### config.mk
export PLATFORM = sky130hd
export DESIGN_NAME = gb_stream_loader
export DESIGN_NICKNAME = d
export VERILOG_FILES = /design/src/rtl/gb_stream_loader.sv
export SDC_FILE = /design/constraint.sdc
export NUM_CORES = 1
export LEC_CHECK = 0
export ABC_AREA = 1
export BUFFER_PORTS_ARGS = -buffer_cell sky130_fd_sc_hd__buf_2
export CAP_MARGIN = 0
export CORE_MARGIN = 2
export CORE_UTILIZATION = 47
export CTS_BUF_LIST = sky130_fd_sc_hd__clkbuf_2
export DETAILED_ROUTE_END_ITERATION = 8
export PLACE_DENSITY_LB_ADDON = 0.25
export SLEW_MARGIN = 20
export SYNTH_ARGS = -nofsm -noshare
export SYNTH_HDL_FRONTEND = slang
export SYNTH_SLANG_ARGS = --single-unit
### constraint.sdc
create_clock -name clk -period 1.66 [get_ports clk]
set_clock_uncertainty 0.05 [all_clocks]
set_input_delay 0.332 -clock clk [delete_from_list [all_inputs] [get_ports clk]]
set_output_delay 0.332 -clock clk [all_outputs]
set_load 0.05 [all_outputs]
### src/rtl/gb_stream_loader.sv
// Global-buffer fill engine: accepts a load command, then turns a valid/ready word
// stream into registered write strobes for the selected iact / weight / psum GLB.
module gb_stream_loader #(
    parameter int DATA_BITWIDTH = 16,
    parameter int ADDR_BITWIDTH = 10,
    parameter int LEN_BITWIDTH  = 11
) (
    input  logic                     clk,
    input  logic                     reset,
    input  logic                     cmd_valid,
    output logic                     cmd_ready,
    input  logic [1:0]               cmd_target,
    input  logic [ADDR_BITWIDTH-1:0] cmd_base,
    input  logic [LEN_BITWIDTH-1:0]  cmd_len,
    input  logic                     s_valid,
    output logic                     s_ready,
    input  logic [DATA_BITWIDTH-1:0] s_data,
    output logic                     write_en_iact,
    output logic                     write_en_wght,
    output logic                     write_en_psum,
    output logic [ADDR_BITWIDTH-1:0] w_addr_iact,
    output logic [ADDR_BITWIDTH-1:0] w_addr_wght,
    output logic [ADDR_BITWIDTH-1:0] w_addr_psum,
    output logic [DATA_BITWIDTH-1:0] w_data_iact,
    output logic [DATA_BITWIDTH-1:0] w_data_wght,
    output logic [DATA_BITWIDTH-1:0] w_data_psum,
    output logic                     busy,
    output logic                     done,
    output logic                     err,
    output logic [1:0]               dbg_state
);

    typedef enum logic [1:0] {
        IDLE = 2'd0,
        LOAD = 2'd1,
        DONE = 2'd2
    } state_t;

    localparam logic [1:0]              TGT_IACT = 2'd0;
    localparam logic [1:0]              TGT_WGHT = 2'd1;
    localparam logic [1:0]              TGT_PSUM = 2'd2;
    localparam logic [1:0]              TGT_BAD  = 2'd3;
    localparam logic [LEN_BITWIDTH-1:0] LEN_ONE  = 1;

    state_t                     state;
    logic [1:0]                 tgt_q;
    logic [ADDR_BITWIDTH-1:0]   base_q;
    logic [LEN_BITWIDTH-1:0]    len_q;
    logic [LEN_BITWIDTH-1:0]    count_q;
    logic [ADDR_BITWIDTH-1:0]   w_addr_q;
    logic [DATA_BITWIDTH-1:0]   w_data_q;
    logic [ADDR_BITWIDTH-1:0]   beat_addr;

    // Addresses wrap naturally by truncating to ADDR_BITWIDTH bits.
    assign beat_addr = base_q + count_q[ADDR_BITWIDTH-1:0];

    // Handshakes: a transfer happens on a rising edge where both valid and ready are 1.
    // cmd_ready is high only in IDLE (and never during reset); s_ready only in LOAD.
    assign cmd_ready = (state == IDLE) && reset;
    assign s_ready   = (state == LOAD);
    assign busy      = (state != IDLE);
    assign dbg_state = state;

    assign w_addr_iact = w_addr_q;
    assign w_addr_wght = w_addr_q;
    assign w_addr_psum = w_addr_q;
    assign w_data_iact = w_data_q;
    assign w_data_wght = w_data_q;
    assign w_data_psum = w_data_q;

    always_ff @(posedge clk) begin
        if (!reset) begin
            state         <= IDLE;
            tgt_q         <= '0;
            base_q        <= '0;
            len_q         <= '0;
            count_q       <= '0;
            write_en_iact <= 1'b0;
            write_en_wght <= 1'b0;
            write_en_psum <= 1'b0;
            w_addr_q      <= '0;
            w_data_q      <= '0;
            done          <= 1'b0;
            err           <= 1'b0;
        end else begin
            // Strobes and status pulses last exactly one cycle unless re-armed below.
            write_en_iact <= 1'b0;
            write_en_wght <= 1'b0;
            write_en_psum <= 1'b0;
            done          <= 1'b0;
            err           <= 1'b0;
            case (state)
                IDLE: begin
                    if (cmd_valid) begin
                        tgt_q   <= cmd_target;
                        base_q  <= cmd_base;
                        len_q   <= cmd_len;
                        count_q <= '0;
                        if (cmd_target == TGT_BAD) begin
                            err   <= 1'b1;
                            state <= DONE;
                        end else if (cmd_len == '0) begin
                            done  <= 1'b1;
                            state <= DONE;
                        end else begin
                            state <= LOAD;
                        end
                    end
                end
                LOAD: begin
                    if (s_valid) begin
                        write_en_iact <= (tgt_q == TGT_IACT);
                        write_en_wght <= (tgt_q == TGT_WGHT);
                        write_en_psum <= (tgt_q == TGT_PSUM);
                        w_addr_q      <= beat_addr;
                        w_data_q      <= s_data;
                        count_q       <= count_q + LEN_ONE;
                        // Last beat: its strobe and the done pulse appear together.
                        if (count_q == len_q - LEN_ONE) begin
                            done  <= 1'b1;
                            state <= DONE;
                        end
                    end
                end
                DONE: begin
                    state <= IDLE;
                end
                default: begin
                    state <= IDLE;
                end
            endcase
        end
    end

endmodule

# Yosys cells after proc, flatten, opt, wreduce, memory -nomap -nowiden
# Cells that the tools add are included.
dict set report word_totals {
  input_bits 43
  regBits 67
  output_inout_bits 88
  elab_cells 51
}
dict set report classes {
  n_mux 16
  n_eq_ne 8
  n_reduce_logical 12
  n_addsub 3
}
# op count
set ops {}
lappend ops {{two-way mux 11 bit} 2}
lappend ops {{one-hot mux 11 bit (2 select lines)} 1}
lappend ops {{AND reduction 3 bit} 4}
lappend ops {{adder 11 x 1 -> 11 bit, second input constant} 1}
lappend ops {{== test 11 bit} 1}
lappend ops {{logical NOT 11 bit} 1}
lappend ops {{subtractor 11 x 1 -> 11 bit, second input constant} 1}
lappend ops {{adder 10 bit} 1}
lappend ops {{two-way mux 2 bit} 5}
lappend ops {{two-way mux 1 bit} 6}
lappend ops {{== test 2 x 1 -> 1 bit, second input constant} 2}
lappend ops {{== test 2 bit, second input constant} 2}
lappend ops {{logical NOT 2 bit} 2}
lappend ops {{!= test 2 bit, second input constant} 2}
lappend ops {{one-hot mux 2 bit (2 select lines)} 1}
lappend ops {{AND reduction 2 bit} 2}
lappend ops {{nonzero test 2 bit} 2}
lappend ops {{!= test 2 x 1 -> 1 bit, second input constant} 1}
lappend ops {{one-hot mux 1 bit (2 select lines)} 1}
lappend ops {{logical AND 1 bit} 1}

# Longest topological paths before layout
# Gate-level depths: netlist (run 1).
dict set report logic_depth {
  depth_word 5
  mapped_depth 14
  ltp_nobuf 14
}

# Worst setup path after synthesis (run 1)
# Ideal clock, no wire load.
dict set report synth_path {
  path_kind {register to output}
  from {register state[0] (netlist: dbg_state[0])}
  to {output cmd_ready}
  arrival_time_ns 1.624
  path_stages_with_launch 4
  n_path_buf 0
  slack_ns -0.346
  t_required_ns 1.278
  path_cell_list {dfxtp_1 -> nor2_1 -> inv_1 -> nor2_1}
}
dict set report synth_between {
  elab_chain_len 2
}
# item line_no
set synth_rtl {}
lappend synth_rtl {{start: declaration} 45} ;# state_t state;
lappend synth_rtl {{start signal: assignment} 73} ;# state <= IDLE;
lappend synth_rtl {{start signal: assignment} 101} ;# state <= DONE;
lappend synth_rtl {{start signal: assignment} 104} ;# state <= DONE;
lappend synth_rtl {{logical NOT 2 bit} 59} ;# assign cmd_ready = (state == IDLE) && reset;
lappend synth_rtl {{logical AND 1 bit} 59}
lappend synth_rtl {{end: declaration} 11} ;# output logic cmd_ready,
# Every way passes these cells.

# Worst setup path after layout (run 1)
dict set report layout_path {
  from {register state[0] (netlist: dbg_state[0])}
  to {output s_ready}
}
dict set report layout_between {
  elab_chain_len 1
}
# item line_no
set layout_rtl {}
lappend layout_rtl {{== test 2 x 1 -> 1 bit} 60} ;# assign s_ready = (state == LOAD);
lappend layout_rtl {{end: declaration} 16} ;# output logic s_ready,
# Every way passes these cells.

==> results.yml, run 1 <==
die:
  dieArea_um2: 8660
  die_height_um: 93.1
  die_x_um: 93.1
  initial_core_util_pct: 48.5
  std_cell_rows: 32
  io_pins: 131
  core_um2: 7690
power_and_ir_drop:
  peakVddDrop_v: 0.000388
  internal_power_w: 0.00274
  power_density_nw_per_um2: 858
  p_switching_w: 0.00171
  power_frac_seq_pct: 41.0
  p_leak_nw: 2.44
  switching_share_pct: 38.5
  p_clk_share_pct: 27.0
  power.total_w: 0.00446
  comb_power_share_pct: 32.0
clock_network:
  worstSkewPairLatency_ns: 0.55
  cts_tree: "done"
  cts_max_path_buffers: 2
  htree_levels: 3
  clk_pin_slew_ns: 0.24
  clockRootBuffer: "clkbuf_2"
  cts_made_buffers: 9
  numClockSinks: 67
worst_setup_path:
  cp_cell_sequence: "inv_2 > nor2_4 > buf_6 > buf_8"
  cp_slowest_stage_delay_ns: 0.43
  required_ns: 1.28
  cp_data_arrival_time_ns: 1.39
  crit_path_max_fanout: 4
  cp_slowest_cell: "dfxtp_4"
  end_kind: "output pin"
  path_class: "flip-flop to output pin"
  critPathLaunchType: "flip-flop"
yosys:
  avgSynthCellArea_um2: 7.17
  synth_flop_cell: "dfxtp_1"
  netlist_top_cells_count: "nand2_1, dfxtp_1, buf_4"
  ys_seq_area_share_pct: 36.0
  yosysTopAreaCellShare_pct: 36.0
  synthesis.nets: 575
  yosys.area.top_type: "dfxtp_1"
  ys_ff_latch: 67
  yosys_warnings: 0
  yosysMostFrequentCell: "nand2_1"
  synthTopCellsByArea: "dfxtp_1, nand2_1, buf_4"
  synth-edff-count: 0
  netlist_area_um2: 3730
  async_flop_share_pct: 0
  synthCells: 520
  ys_types: 39
grt:
  grt_usage_pct: 22.3
  gr-total-overflow: 0
  grt_max_degree: 35
  grt_pass1_wl_um: 15500
  grt_antenna_before_repair: 0
  grt_pass1_vias: 3475
routing:
  num_vias: 3844
  drt_iter0_markers: 149
  drcViolationCount: 0
  ant_nets: 0
  avgViaCountPerCell: 5.04
  wirelength_um: 10300
  wl_per_cell_um: 13.5
  firstDrtPassIters: 5
timing:
  setup_ws_ns: -0.108
  slew_viol_final: 0
  clock.fmax_mhz: 566
  rsz0062_at_grt: "yes"
  finalCritPeriodShare_pct: 106
  finalCriticalPeriod_ns: 1.77
  worst_pin_slew_ns: 0.317
  holdWs_ns: 0.0111
  setup_viol: 5
  slew_headroom_pct: 78.9
  finalHoldViolations: 0
placed_design:
  dp_cells: 712
  io_buffers: 130
  gp_congestion: 0.883
  postPlaceCellArea_um2: 4310
  hpwl_um: 6830
run_status:
  status: "complete, but fails checks"
  violations: "negative setup slack"
cells_and_area:
  design_area_um2: 5190
  syn_to_final_growth_pct: 39.3
  n_antenna_cell: 0
  finish.utilization_pct: 67.6
  nets: 710
  finalNonFillerCells: 762
  drive_gt1_share_pct: 41.7
worst_hold_path:
  hold_class: "input port to flip-flop"
job:
  cap_violations: 0
-- area by class of cell --
type | instances | area [µm²]
clock buffer | 9 | 45.0
clock inverter | 7 | 101
fill | 654 | 2490
inverter | 46 | 173
multi-input combinational | 338 | 1980
sequential | 67 | 1390
tap | 102 | 128
timing repair buffer | 193 | 1390
-- logic make-up (layout without fill, tap and decap cells) --
logic type / after synthesis / in the layout / share of synthesized area (%)
simple gates: 209 / 209 / 24.1
buf+inv: 115 / 255 / 17.0
fa+ha+maj: 12 / 12 / 4.23
xor+xnor: 10 / 10 / 2.35
flops: 67 / 67 / 36.0
compound gates: 107 / 107 / 16.4
-- path summary, 6_finish.rpt --
kind	end	startpoint	depth (start not counted)	slack, ns
hold reg to reg	write_en_iact	tgt_q[1]	1	0.44
setup reg to reg	w_addr_iact[8]	count_q[0]	9	-0.10
hold / removal	len_q[10]	cmd_len[10]	3	0.01
setup / recovery	s_ready	dbg_state[0]	4	-0.11
-- cells in the final DEF (no fill, tap or decap), types with 9 or more instances in the layout --
| cell type | n |
|---|---|
| clkbuf_4 | 51 |
| buf_2 | 73 |
| nor2_1 | 44 |
| inv_1 | 32 |
| o21ai_0 | 31 |
| nand3_1 | 17 |
| nand2_1 | 109 |
| a21oi_1 | 42 |
| clkbuf_2 | 9 |
| buf_4 | 35 |
| dlygate4sd3_1 | 25 |
| dfxtp_1 | 38 |
| inv_2 | 14 |
| dfxtp_2 | 26 |
-- power by group through the flow --
stage          Combinational (W)  Sequential, W  Clock (W)
2_1_floorplan           0.000854        0.00196          0
3_3_place_gp             0.00123        0.00183          0
3_5_place_dp             0.00124        0.00183          0
4_1_cts                  0.00135        0.00181    0.00120
5_1_grt                  0.00155        0.00184    0.00130
6_report                 0.00143        0.00183    0.00120
-- critical path: cells and delay by family, from the launching register on --
| family | cells | cell delay [ns] |
|---|---|---|
| flip-flops | 1 | 0.43 |
| AND/OR/NAND/NOR | 1 | 0.10 |
| buffers and inverters | 3 | 0.30 |
-- metrics by stage --
| step | setup WS (ns) | setup TNS, ns |
|---|---|---|
| final | -0.108 | -0.316 |
| after global routing | -0.248 | -1.34 |
| after CTS | -0.0986 | -0.271 |
| after detailed placement | -0.0852 | -0.198 |
| after global placement | -0.0422 | -0.0632 |
| after floorplan | -0.0249 | -0.0249 |
-- flip-flops by register name (all words and copies together) (netlist names) --
signal,cells
done,1
w_addr_iact,10
dbg_state,2
write_en_psum,1
err,1
tgt_q,2
count_q,11
write_en_iact,1
len_q,11
w_data_iact,16
write_en_wght,1
base_q,10
-- repair_timing --
item | CTS | global route
hold buffers | 24 | 1
pin swaps | 7 | 13
endpoints found under the setup margin | 15 | 82
setup buffers | 6 | 3
gates cloned | 0 | 0
gates resized for setup | 34 | 105
hold endpoints to repair | 24 | 1
-- per-layer routing --
metal | track usage (%) | vias to the layer above | wire length (µm) | share of wire [%]
met4 | 9.31 | 0 | 136 | 1.3
met5 | 0 | - | 0 | 0
met3 | 4.11 | 13 | 489 | 4.8
met1 | 24.5 | 1782 | 4140 | 40
li1 | - | 1926 | - | -
met2 | 41.8 | 123 | 5490 | 54
(Power assumes the default switching activity.)
==> run 2: changes to the inputs <==
--- a/config.mk
+++ b/config.mk
@@ -13,6 +13,7 @@
 export CTS_BUF_LIST = sky130_fd_sc_hd__clkbuf_2
 export DETAILED_ROUTE_END_ITERATION = 8
 export PLACE_DENSITY_LB_ADDON = 0.25
+export REMOVE_ABC_BUFFERS = 1
 export SLEW_MARGIN = 20
 export SYNTH_ARGS = -nofsm -noshare
 export SYNTH_HDL_FRONTEND = slang
==> run 2 against run 1 <==
The run still ends with negative setup slack left. Design area shrank 5.8%. Die area is the same. Combinational power fell by 4%. Sequential cell count is the same. Wire length down 6.7%. Non-clock buffer count down 11. Final cell count down 1.4%. Clock power fell by 16%. Hold slack better by 0.0058 ns. Setup slack improved by 0.010 ns.
==> results.yml, run 2 (synthesis results as in run 1) <==
timing:
  finalCriticalPeriod_ns: 1.76
  holdWs_ns: 0.0170
  worst_pin_slew_ns: 0.408
  slew_headroom_pct: 72.5
  slew_viol_final: 0
  finalHoldViolations: 0
  rsz0062_at_grt: "yes"
  setup_viol: 6
  finalCritPeriodShare_pct: 106
  setup_ws_ns: -0.0976
  clock.fmax_mhz: 569
power_and_ir_drop:
  switching_share_pct: 39.4
  p_switching_w: 0.00165
  power_frac_seq_pct: 43.2
  comb_power_share_pct: 32.7
  peakVddDrop_v: 0.000453
  p_leak_nw: 2.36
  p_clk_share_pct: 24.1
  power_density_nw_per_um2: 856
  power.total_w: 0.00419
  internal_power_w: 0.00254
grt:
  grt_pass1_vias: 3338
  grt_max_degree: 35
  grt_pass1_wl_um: 14800
  grt_usage_pct: 21.6
  grt_antenna_before_repair: 0
  gr-total-overflow: 0
cells_and_area:
  n_antenna_cell: 0
  fillers: 703
  nets: 699
  finish.utilization_pct: 63.7
  drive_gt1_share_pct: 37.3
  mostFrequentLayoutCell: "nand2_1"
  syn_to_final_growth_pct: 31.3
  layout_common_cells: "nand2_1, buf_2, dfxtp_1"
  largest_reg_flops: 16
worst_setup_path:
  cp_slowest_stage_delay_ns: 0.41
  required_ns: 1.28
  path_class: "flip-flop to output pin"
  cp_data_arrival_time_ns: 1.38
  crit_path_max_fanout: 4
  end_kind: "output pin"
  critPathLaunchType: "flip-flop"
  cp_slowest_cell: "dfxtp_4"
  cp_cell_sequence: "nor2_4 > inv_2 > nor2_2 > buf_6"
clock_network:
  numClockSinks: 67
  cts_tree: "done"
  cts_max_path_buffers: 2
  cts_made_buffers: 9
  clk_pin_slew_ns: 0.22
  worstSkewPairLatency_ns: 0.52
  clockRootBuffer: "clkbuf_2"
  htree_levels: 3
routing:
  drcViolationCount: 0
  drt_iter0_markers: 147
  wl_per_cell_um: 12.7
  ant_nets: 0
  firstDrtPassIters: 4
  num_vias: 3677
  wirelength_um: 9570
  avgViaCountPerCell: 4.90
placed_design:
  gp_congestion: 0.846
  hpwl_um: 6630
  io_buffers: 130
die:
  dieArea_um2: 8660
  std_cell_rows: 32
  die_x_um: 93.1
  io_pins: 131
  initial_core_util_pct: 48.5
  die_height_um: 93.1
  core_um2: 7690
worst_hold_path:
  hold_class: "input port to flip-flop"
run_status:
  status: "complete, but fails checks"
  violations: "negative setup slack"
job:
  cap_violations: 0
## run 2: cell types whose count changed in the layout (fill, tap and decap cells not counted), moves of 4 or more
cell,before,now
dfxtp_1,38,52
dfxtp_2,26,13
buf_2,73,85
clkbuf_4,51,42
buf_4,35,30
dlygate4sd3_1,25,21
ha_1,2,6
nor2_4,7,3
## run 2: path summary, 6_finish.rpt
path	startpoint	to	slack (ns)	cells after the start
max	dbg_state[0]	cmd_ready	-0.1	4
min	cmd_target[0]	tgt_q[0]	0.02	3
max reg2reg	count_q[0]	w_addr_iact[8]	-0.08	9
min reg2reg	tgt_q[1]	write_en_iact	0.39	1
## run 2: power groups by stage
| stage | Sequential, W | Combinational [W] | Clock, W |
|---|---|---|---|
| 2_1_floorplan | 0.00218 | 0.000511 | 0 |
| 3_3_place_gp | 0.00182 | 0.00120 | 0 |
| 3_5_place_dp | 0.00183 | 0.00122 | 0 |
| 4_1_cts | 0.00180 | 0.00131 | 0.00103 |
| 5_1_grt | 0.00182 | 0.00150 | 0.00110 |
| 6_report | 0.00181 | 0.00137 | 0.00101 |
## run 2: stage by stage
stage / TNS (ns) / setup slack (ns) / cells / cell area [µm²]
global route: -1.70 / -0.201 / 751 / 4900
finish: -0.371 / -0.0976 / 751 / 4900
floorplan: -63.16 / -1.61 / 451 / 3270
CTS: -0.543 / -0.112 / 750 / 4680
detailed placement: -0.396 / -0.173 / 711 / 4260
global placement: -0.181 / -0.0992 / 711 / 4260
## run 2: area by class of cell
cell class | count | area (µm²) | area share (%)
clock buffer | 9 | 45.0 | 0.920
clock inverter | 7 | 77.6 | 1.58
inverter | 46 | 173 | 3.53
multi-input combinational | 338 | 1880 | 38.5
sequential | 67 | 1370 | 27.9
tap | 102 | 128 | 2.61
timing repair buffer | 182 | 1220 | 25.0
## run 2: critical path, delay by kind of cell (launching register included)
kind / cells / cell delay, ns
buffers and inverters: 2 / 0.23
and+or+nand+nor: 2 / 0.21
DFF: 1 / 0.41
## run 2: repair_timing
| item | CTS | global route |
|---|---|---|
| endpoints found under the setup margin | 10 | 61 |
| pin swaps | 8 | 14 |
| resized for setup | 29 | 67 |
| hold buffers | 21 | 0 |
| buffers inserted | 2 | 2 |
| hold endpoints to repair | 21 | 0 |
## run 2: metal layers
metal / share of wire [%] / vias to the layer above / GRT usage, %
met5: 0 / - / 0
met4: 2.2 / 0 / 9.19
met3: 4.9 / 18 / 3.55
met2: 53 / 103 / 40.2
met1: 40 / 1664 / 24.3
li1: - / 1892 / -
==> run 3: changes to the inputs <==
--- a/config.mk
+++ b/config.mk
@@ -5,7 +5,6 @@
 export SDC_FILE = /design/constraint.sdc
 export NUM_CORES = 1
 export LEC_CHECK = 0
-export ABC_AREA = 1
 export BUFFER_PORTS_ARGS = -buffer_cell sky130_fd_sc_hd__buf_2
 export CAP_MARGIN = 0
 export CORE_MARGIN = 2
==> run 3 against run 2 <==
Utilization increased by 5.9 points. Critical endpoint is now done. Clock power increased by 28%. Setup slack worse by 0.69 ns. Synthesized cell count shrank 12%. Die area rose by 0.31%. Largest cell class unchanged. Design area grew 9.9%. First-iteration DRC count decreased by 2.7%. Wire length grew 2.0%. The flow still finishes with violations (negative setup slack). Critical path depth grew 2. Synthesized area increased by 0.34%. Non-clock buffer count grew 42. Maximum frequency down 28%. Critical path type is now flip-flop to flip-flop.
==> results.yml, run 3 <==
run_status:
  status: "complete, but fails checks"
  violations: "negative setup slack"
yosys:
  yosys.area.top_type: "dfxtp_1"
  synth-simple-area-share_pct: 23.8
  ys_ff_latch: 67
  ys_seq_area_share_pct: 35.9
  yosys_warnings: 0
  synthMuxAreaShare_pct: 1.07
  synth_xor_area_share_pct: 4.68
  synthTopCellsByArea: "dfxtp_1, buf_4, nand2_1"
  ys_types: 50
  yosysMostFrequentCell: "nand2_1"
  netlist_top_cells_count: "nand2_1, dfxtp_1, buf_4"
  synthAdderAreaFrac_pct: 4.21
  synthCells: 457
  yosysTopAreaCellShare_pct: 35.9
  synth-edff-count: 0
  synth_top_family_by_area: "simple AND/OR/NAND/NOR gates"
  synth-compound-area-share_pct: 17.1
  synth_flop_cell: "dfxtp_1"
  netlist_area_um2: 3740
  async_flop_share_pct: 0
  avgSynthCellArea_um2: 8.19
power_and_ir_drop:
  power_density_nw_per_um2: 787
  internal_power_w: 0.00283
  comb_power_share_pct: 28.5
  p_clk_share_pct: 30.4
  peakVddDrop_v: 0.000391
  switching_share_pct: 33.1
  p_switching_w: 0.00140
  power_frac_seq_pct: 41.1
  p_leak_nw: 2.45
timing:
  finalHoldViolations: 0
  slew_viol_final: 0
  worst_pin_slew_ns: 0.400
  slew_headroom_pct: 73.3
  rsz0062_at_grt: "yes"
  setup_viol: 13
  finalCriticalPeriod_ns: 2.45
  finalCritPeriodShare_pct: 148
  clock.fmax_mhz: 408
  setup_ws_ns: -0.792
routing:
  firstDrtPassIters: 4
  avgViaCountPerCell: 5.01
  wl_per_cell_um: 13.4
  wirelength_um: 9760
  ant_nets: 0
  drt_iter0_markers: 143
  drcViolationCount: 0
  num_vias: 3639
grt:
  grt_pass1_wl_um: 14500
  grt_pass1_vias: 3317
  grt_usage_pct: 21.0
  grt_max_degree: 49
  gr-total-overflow: 0
  grt_antenna_before_repair: 0
placed_design:
  dp_cells: 674
  io_buffers: 130
  postPlaceCellArea_um2: 4480
  gp_congestion: 0.793
  hpwl_um: 6390
worst_setup_path:
  required_ns: 2.07
  critPathLaunchType: "flip-flop"
  cp_data_arrival_time_ns: 2.86
  end_kind: "flip-flop"
  path_class: "flip-flop to flip-flop"
  crit_path_max_fanout: 2
die:
  dieArea_um2: 8690
  core_um2: 7730
  initial_core_util_pct: 48.4
  std_cell_rows: 32
  io_pins: 131
  die_x_um: 93.2
  die_height_um: 93.2
cells_and_area:
  n_antenna_cell: 0
  syn_to_final_growth_pct: 43.8
  finalNonFillerCells: 727
  layout_common_cells: "nand2_1, buf_2, buf_4"
  largest_reg_flops: 16
  finish.utilization_pct: 69.6
  design_area_um2: 5380
  drive_gt1_share_pct: 42.7
  nets: 675
  mostFrequentLayoutCell: "nand2_1"
clock_network:
  numClockSinks: 67
  htree_levels: 3
  cts_tree: "done"
  clockRootBuffer: "clkbuf_2"
  worstSkewPairLatency_ns: 0.51
  cts_made_buffers: 9
  cts_max_path_buffers: 2
  clk_pin_slew_ns: 0.20
worst_hold_path:
  hold_class: "input port to flip-flop"
job:
  cap_violations: 0
## run 3: cell types whose count changed after synthesis, sizes merged, moves of 11 or more
cell and delta:
inv -39, a21oi -40, nand2 -14, nor2 -46, xnor2 +11, a21boi +41
o21ai -20
## run 3: worst max-delay path, cell delays in order, from the launching register on
cell	delay (ns)
dfxtp_1	0.35
or4_4	0.53
or3_4	0.35
a2111oi_4	0.33
o211ai_1	0.13
or4b_1	0.53
a21oi_1	0.16
## run 3: repair_timing
item,4_1_cts,5_1_grt
gates resized for setup,56,74
hold buffers,18,8
buffers inserted,7,4
endpoints found under the hold margin,18,8
endpoints found under the setup margin,18,60
pin swaps,29,8
## run 3: routing by layer
| metal | wire length (µm) | up-vias | GRT usage [%] |
|---|---|---|---|
| met5 | 0 | - | 0 |
| met4 | 191 | 0 | 7.72 |
| met3 | 346 | 18 | 3.87 |
| met2 | 5120 | 91 | 38.3 |
| met1 | 4100 | 1710 | 24.2 |
| li1 | - | 1820 | - |
## run 3: cell families (layout without fill, tap and decap cells)
logic type / count (synthesis) / in the layout
adder cells (fa/ha/maj): 12 / 12
AO/OA/AOI/OAI: 89 / 89
multiplexers: 4 / 4
buffers and inverters: 79 / 247
XOR/XNOR: 20 / 20
AND/OR/NAND/NOR: 186 / 186
flip-flops: 67 / 67
## run 3: metrics by stage
stage	worst slack, ns	hold WS (ns)	power, W	setup TNS (ns)
2_1_floorplan	-1.15	0.384	0.00241	-29.66
3_3_place_gp	-0.809	0.399	0.00277	-4.07
3_5_place_dp	-0.870	0.415	0.00279	-4.42
4_1_cts	-0.802	0.00183	0.00416	-3.49
5_1_grt	-0.898	0.00478	0.00441	-4.69
6_report	-0.792	0.00734	0.00423	-3.19
## run 3: layout make-up
type                            count  area (µm²)
Clock buffer                       10        50.0
Clock inverter                      6         114
Fill cell                         604        2350
Inverter                            7        26.3
Multi-Input combinational cell    311        2100
Sequential cell                    67        1360
Tap cell                          102         128
Timing Repair Buffer              224        1600
## run 3: final timing paths
kind	from	to	slack (ns)	depth (start not counted)
setup / recovery	len_q[3]	done	-0.79	6
hold / removal	cmd_len[6]	len_q[6]	0.007	3
setup reg to reg	len_q[3]	done	-0.79	6
hold reg to reg	tgt_q[0]	write_en_psum	0.44	1
## run 3: power by group through the flow
stage	combinational [W]	clock [W]	sequential (W)
2_1_floorplan	0.000364	0	0.00205
3_3_place_gp	0.00101	0	0.00176
3_5_place_dp	0.00103	0	0.00176
4_1_cts	0.00112	0.00130	0.00174
5_1_grt	0.00129	0.00137	0.00175
6_report	0.00121	0.00129	0.00174
